**config.mk**
```make
export PLATFORM = sky130hd
export DESIGN_NAME = rggen_register_host_master
export DESIGN_NICKNAME = d
export VERILOG_FILES = /design/src/rtl/rggen_register_host_master.sv
export SDC_FILE = /design/constraint.sdc
export NUM_CORES = 1
export LEC_CHECK = 0
export BUFFER_PORTS_ARGS = -buffer_cell sky130_fd_sc_hd__buf_2
export CELL_PAD_IN_SITES_DETAIL_PLACEMENT = 1
export CELL_PAD_IN_SITES_GLOBAL_PLACEMENT = 2
export CORE_ASPECT_RATIO = 0.6
export CORE_MARGIN = 2
export CORE_UTILIZATION = 22
export DETAILED_ROUTE_END_ITERATION = 8
export PLACE_DENSITY_LB_ADDON = 0.1
export RECOVER_POWER = 50
export SLEW_MARGIN = 30
export SYNTH_ARGS = -nofsm -noshare
export SYNTH_HDL_FRONTEND = slang
export SYNTH_SLANG_ARGS = --single-unit
```
**constraint.sdc**
```tcl
create_clock -name clk -period 1.5 [get_ports clk]
set_input_delay 0.225 -clock clk [delete_from_list [all_inputs] [get_ports clk]]
set_output_delay 0.225 -clock clk [all_outputs]
set_load 0.01 [all_outputs]
```
**src/rtl/rggen_register_host_master.sv**
```systemverilog
// Register-bus initiator: takes one host access on a valid/ready request channel, runs it
// against REGISTERS slaves and returns read data plus status on a valid/ready response channel.
module rggen_register_host_master #(
    parameter int ADDRESS_WIDTH  = 16,
    parameter int DATA_WIDTH     = 32,
    parameter int REGISTERS      = 1,
    parameter int TIMEOUT_CYCLES = 16
) (
    input  logic                            clk,
    input  logic                            rst,
    input  logic                            i_host_valid,
    output logic                            o_host_ready,
    input  logic [ADDRESS_WIDTH-1:0]        i_host_address,
    input  logic                            i_host_write,
    input  logic [DATA_WIDTH-1:0]           i_host_write_data,
    input  logic [DATA_WIDTH-1:0]           i_host_write_mask,
    output logic                            o_response_valid,
    input  logic                            i_response_ready,
    output logic [DATA_WIDTH-1:0]           o_response_read_data,
    output logic [1:0]                      o_response_status,
    output logic                            o_reg_request,
    output logic [ADDRESS_WIDTH-1:0]        o_reg_address,
    output logic                            o_reg_write,
    output logic [DATA_WIDTH-1:0]           o_reg_write_data,
    output logic [DATA_WIDTH-1:0]           o_reg_write_mask,
    input  logic [REGISTERS-1:0]            i_reg_select,
    input  logic [REGISTERS-1:0]            i_reg_ready,
    input  logic [REGISTERS*DATA_WIDTH-1:0] i_reg_read_data
);

    localparam int CNT_W = (TIMEOUT_CYCLES > 1) ? $clog2(TIMEOUT_CYCLES) : 1;
    localparam logic [CNT_W-1:0] CNT_LAST = CNT_W'(TIMEOUT_CYCLES - 1);

    localparam logic [1:0] STATUS_OK      = 2'b00;
    localparam logic [1:0] STATUS_DECODE  = 2'b10;
    localparam logic [1:0] STATUS_TIMEOUT = 2'b11;

    typedef enum logic [1:0] {
        IDLE     = 2'd0,
        ACCESS   = 2'd1,
        RESPONSE = 2'd2
    } state_t;

    state_t                  state;
    logic [CNT_W-1:0]        count;

    logic                    sel_any;
    logic                    sel_multi;
    logic                    sel_ready;
    logic [DATA_WIDTH-1:0]   sel_data;

    logic                    access_done;
    logic [1:0]              access_status;
    logic [DATA_WIDTH-1:0]   access_data;

    assign o_host_ready = (state == IDLE) && !rst;

    // Ready and read data of unselected slaves are masked out before they reach the FSM.
    always_comb begin
        sel_any   = 1'b0;
        sel_multi = 1'b0;
        sel_ready = 1'b0;
        sel_data  = '0;
        for (int k = 0; k < REGISTERS; k++) begin
            if (i_reg_select[k]) begin
                if (sel_any) begin
                    sel_multi = 1'b1;
                end
                sel_any   = 1'b1;
                sel_ready = sel_ready | i_reg_ready[k];
                sel_data  = sel_data | i_reg_read_data[k*DATA_WIDTH +: DATA_WIDTH];
            end
        end
    end

    always_comb begin
        access_done   = 1'b0;
        access_status = STATUS_OK;
        access_data   = '0;
        if (!sel_any || sel_multi) begin
            access_done   = 1'b1;
            access_status = STATUS_DECODE;
        end else if (sel_ready) begin
            access_done   = 1'b1;
            access_status = STATUS_OK;
            access_data   = o_reg_write ? '0 : sel_data;
        end else if (count == CNT_LAST) begin
            access_done   = 1'b1;
            access_status = STATUS_TIMEOUT;
        end
    end

    always_ff @(posedge clk) begin
        if (rst) begin
            state                <= IDLE;
            count                <= '0;
            o_reg_request        <= 1'b0;
            o_reg_address        <= '0;
            o_reg_write          <= 1'b0;
            o_reg_write_data     <= '0;
            o_reg_write_mask     <= '0;
            o_response_valid     <= 1'b0;
            o_response_read_data <= '0;
            o_response_status    <= STATUS_OK;
        end else begin
            case (state)
                IDLE: begin
                    if (i_host_valid) begin
                        o_reg_request    <= 1'b1;
                        o_reg_address    <= i_host_address;
                        o_reg_write      <= i_host_write;
                        o_reg_write_data <= i_host_write_data;
                        o_reg_write_mask <= i_host_write_mask;
                        state            <= ACCESS;
                    end
                end
                ACCESS: begin
                    if (access_done) begin
                        o_reg_request        <= 1'b0;
                        count                <= '0;
                        o_response_valid     <= 1'b1;
                        o_response_status    <= access_status;
                        o_response_read_data <= access_data;
                        state                <= RESPONSE;
                    end else begin
                        count <= count + CNT_W'(1);
                    end
                end
                RESPONSE: begin
                    // Data and status keep their last value after the handshake.
                    if (i_response_ready) begin
                        o_response_valid <= 1'b0;
                        state            <= IDLE;
                    end
                end
                default: begin
                    state <= IDLE;
                end
            endcase
        end
    end

endmodule

```
# == Word-level counts from Yosys, hierarchy flattened ==
# Cells that the tools add are included.
# op_classes
n_addsub,1
eq_ne,6
n_mux,23
n_reduce_logical,10
# op_table
cell,n
$mux W32,4
$mux W2,6
$mux W1,9
$reduce_and A3 Y1,3
$ne A2 B2 Y1 const B,3
$pmux W2 S3,1
$add A4 B1 Y4 const B,1
$eq A4 B4 Y1 const B,1
$mux W4,1
$pmux W1 S2,2
$reduce_and A2 Y1,2
$reduce_bool A2 Y1,2
$eq A2 B1 Y1 const B,1
$eq A2 B2 Y1 const B,1
$logic_not A2 Y1,1
$logic_and A1 B1 Y1,1
$logic_not A1 Y1,1
# word_totals
regBits,123
in_bits,119
output_inout_bits,118
word_cells,50

# == Logic depth before layout (Yosys ltp) ==
# logic_depth
ltp_word,6
depth_mapped,6
mapped_depth_nobuf,4

# == Worst setup path before layout ==
# Ideal clock, no wire load.
# synth_timing
path_type,reg2reg
from,register count[0]
to,register o_response_read_data[0]
setup_ns,0.072
arrival_time_ns,1.377
t_required_ns,1.428
path_slack_ns,0.052
stages_incl_launch_ff,6
path_buffers,1
synth_period_minus_slack_ns,1.448
path_cell_list,dfxtp_1 > ha_1 > nand3_1 > a21oi_4 > buf_4 > mux2i_1
# synth_via
elab_chain_len,5
# synth_lines
element,line_no,rtl
start: declaration,45,logic [CNT_W-1:0] count;
start signal: assignment,126,count <= count + CNT_W'(1);
$eq A4 B4 Y1,87,end else if (count == CNT_LAST) begin
$mux W1,87,
$mux W1,83,end else if (sel_ready) begin
$mux W1,80,if (!sel_any || sel_multi) begin
$reduce_and A2 Y1 (no line),--,
end signal: assignment,123,o_response_read_data <= access_data;
end: declaration,19,"output logic [DATA_WIDTH-1:0] o_response_read_data,"
# No other way between the ends.
# A chain may end at the register's enable or synchronous reset.

# == Worst setup path after layout ==
# layout_timing
from,register state[1]
to,output port o_host_ready
# layout_via
elab_chain_len,2
# layout_lines
element,line_no,rtl
start: declaration,44,state_t state;
start signal: assignment,95,state <= IDLE;
start signal: assignment,114,state <= ACCESS;
start signal: assignment,124,state <= RESPONSE;
$logic_not A2 Y1,56,assign o_host_ready = (state == IDLE) && !rst;
$logic_and A1 B1 Y1,56,
end: declaration,12,"output logic o_host_ready,"
# No other way between the ends.

==> run_results.csv <==
group,metric,value,unit
timing,fin_skew,0.007405,ns
timing,fin_tns_setup,0,ns
synthesis,synth.area.top_cells,"dfxtp_1, nand2_1, a21oi_1",
global_route,antenna_found_initial,1,
place,gp_congestion,0.7646,
synthesis,yosysSeqAreaShare,53.61,%
timing,rsz0062_at_grt,"yes",
worst_hold_path,hold_end,"o_reg_address[12]$_SDFFE_PP0P_",
synthesis,syn_avg_cell_area,8.428,sq um
synthesis,syn_inst,545,
worst_hold_path,hp-class,"input pin to flop",
timing,hold_violations,0,
cts,cts_sinks,123,
cts,path_clk_slew,0.06,ns
setup_path,start_kind,"flop",
timing,post-route-period-util,96.82,%
global_route,grt_pass1_wl,24.41,mm
setup_path,worstPathCellList,"buf_6 > nor3_4 > buf_6",
floorplanning,num_rows,40,
global_route,grt.total_usage,14.47,%
cts,root_buffer,"clkbuf_16",
cts,cts_tree,"yes",
synthesis,synth_top_area_share,53.61,%
setup_path,cp_num_buf_inv,2,
power_and_ir_drop,power-per-cell-area,1298,nW/um^2
setup_path,cp_max_fo,5,
detailed_routing,met3_length,1.469,mm
setup_path,critical_path.slowest_cell,"dfxtp_4",
job,drv_cap,0,
finish,fin_nets,901,
detailed_routing,ant_nets,0,
power_and_ir_drop,power.total,0.008793,W
setup_path,worst_r2r_endpoint,"o_response_read_data[4]$_SDFFE_PP0P_",
floorplanning,start_util,22.72,%
floorplanning,dieArea,22090,sq um
timing,final-max-slew-violation-count,0,
timing,setup_viol,0,
setup_path,crit_required,1.27,ns
cts,cts_hold_buf,0,
run_status,status,"finished, final reports clean",
timing,period_minus_slack,1.452,ns
setup_path,cp_slowest_stage_delay,0.36,ns
setup_path,end_kind,"output port",
worst_hold_path,min-delay-start,"i_host_address[12]",
synthesis,synth_nets,665,
global_route,grt_max_degree,70,
synthesis,yosys_warnings,0,
synthesis,async_reset_ff_share,0,%
power_and_ir_drop,ir_drop,0.7511,mV
setup_path,timing.critical_path.mode_cell,"buf_6",
setup_path,crit_arrival,1.23,ns
synthesis,synth_edf_count,0,
setup_path,r2r_slack,0.11,ns
detailed_routing,m1WireLength,7.036,mm
global_route,grt_pass1_vias,4681,
setup_path,cp_top_family,"flip-flops",
finish,syn_to_final_growth,47.48,%
detailed_routing,dr.first_iter.drc_count,119,
synthesis,synth_seq_cells,123,
detailed_routing,firstDrtPassIters,4,
cts,numCtsBuffers,17,
power_and_ir_drop,p_leak,2.639,nW
floorplanning,die_w,190.5,um
floorplanning,die_h,115.9,um
detailed_routing,remaining_drc_errors,0,
synthesis,synth_most_common_cell,"nand2_1",
finish,fin_util,33.50,%
detailed_routing,routed_wl,15.66,mm
cts,clk_latency,0.42,ns
setup_path,r2r_start,"state[0]$_SDFFE_PP0P_",
floorplanning,fp.coreArea,20220,sq um
synthesis,synth_top_area_cell,"dfxtp_1",
setup_path,critPathKind,"flop to output port",
setup_path,worstRegToRegCells,7,
synthesis,yosys-top-cells-count,"nand2_1, dfxtp_1, a21oi_1",
synthesis,synth_ff_type,"dfxtp_1",
detailed_routing,top_layer,"met4",
place,io_buffers,236,
detailed_routing,met2_length,6.947,mm
detailed_routing,route.detailed.wl_per_inst,14.69,um
synthesis,syn_area,4593,sq um
global_route,grt-ovfl-total,0,
finish,layout-drive-gt1-share,23.36,%
cts,cts_max_level,4,
detailed_routing,vias_per_cell,4.170,
worst_hold_path,whs_path_depth,3,
synthesis,synth_cell_types,30,
timing,worstMarginPinSlew,0.3802,ns
timing,slew_headroom,74.60,%
floorplanning,io_pins,237,
timing,max_freq,0.6886,GHz
detailed_routing,vias,4445,
cts,clk_path_buf_depth,2,
place,hpwl,11.22,mm
-- sequential cells by signal (all words and copies together) (netlist names) --
name / cells
o_reg_write_data: 32
o_reg_write_mask: 32
o_response_read_data: 32
o_reg_address: 16
count: 4
o_response_status: 2
state: 2
o_reg_request: 1
o_reg_write: 1
o_response_valid: 1
-- tightest hold or removal path, delay by kind of cell --
| family | cells | cell delay (ns) |
|---|---|---|
| and+or+nand+nor | 1 | 0.05 |
| AOI/OAI and AO/OA | 1 | 0.05 |
| buffers and inverters | 1 | 0.10 |
-- worst max-delay path by stage --
| stage | end | from | depth (start not counted) | slack (ns) |
|---|---|---|---|---|
| floorplan | o_response_read_data[0]$_SDFFE_PP0P_ | count[0]$_SDFFE_PP0N_ | 5 | 0.05 |
| finish | o_host_ready | state[1]$_SDFFE_PP0P_ | 3 | 0.05 |
| CTS | o_response_read_data[9]$_SDFFE_PP0P_ | count[1]$_SDFFE_PP0N_ | 6 | 0.003 |
| global route | o_host_ready | state[1]$_SDFFE_PP0P_ | 3 | -0.02 |
| detailed placement | o_response_read_data[18]$_SDFFE_PP0P_ | count[0]$_SDFFE_PP0N_ | 5 | -0.03 |
| global placement | o_response_read_data[17]$_SDFFE_PP0P_ | count[0]$_SDFFE_PP0N_ | 5 | 0.1 |
-- cell usage in the layout (no fill, tap or decap), types with 2 or more instances in the layout --
cell         n
nand3_1      3
a21oi_1     87
dfxtp_2      3
clkbuf_16   17
buf_4       11
dfxtp_1    119
mux2i_1     32
nand3b_1     2
buf_12       9
bufinv_16    3
clkinv_2     3
o21a_1       2
nand2_1    198
buf_2      117
clkbuf_8     5
nor2b_1      2
clkbuf_1   118
nand2b_1    34
buf_6        3
-- repair_timing --
item,4_1_cts,5_1_grt
pin swaps,2,3
resized for setup,10,6
gates cloned,1,0
setup endpoints to repair,16,22
setup buffers,4,0
-- where the power goes --
part	switching, W	leakage (nW)	internal, W	total [W]
Combinational	0.000572	1.33	0.000434	0.00101
Sequential	0.0000865	1.01	0.00343	0.00352
Clock	0.00146	0.301	0.00281	0.00427
-- layout make-up --
type / count / area, sq um
Clock buffer: 23 / 498.0
Antenna cell: 1 / 2.502
Clock inverter: 7 / 112.6
Tap cell: 273 / 341.6
Fill cell: 2463 / 13450
Timing Repair Buffer: 258 / 1349
Sequential cell: 123 / 2470
Multi-Input combinational cell: 381 / 2001
-- per-layer routing --
layer  up-vias  GRT usage [%]
li1       2239              -
met1      2061          17.45
met2       129          22.42
met3        16          6.875
met4         0          5.633
met5         -              0
-- metrics by stage --
stage	area (sq um)	std cells	hold slack (ns)	setup slack, ns
final	6774	1066	0.04485	0.04776
after global routing	6771	1065	0.02828	-0.02412
after CTS	6889	1065	0.01642	0.003205
after detailed placement	6192	1030	0.4468	-0.02808
after global placement	6192	1030	0.4386	0.09769
after floorplan	4593	545	0.3610	0.05159
-- logic make-up after synthesis --
logic type                 Yosys count  synth area share (%)
DFF                                123                 53.61
muxes                               32                 6.974
buffers and inverters               41                 4.113
adders and majority gates            1                0.2724
xor gates and xnor gates             1                0.1907
and+or+nand+nor                    252                 23.75
AOI/OAI and AO/OA                   95                 11.09
Power figures use the tool's default switching activity.
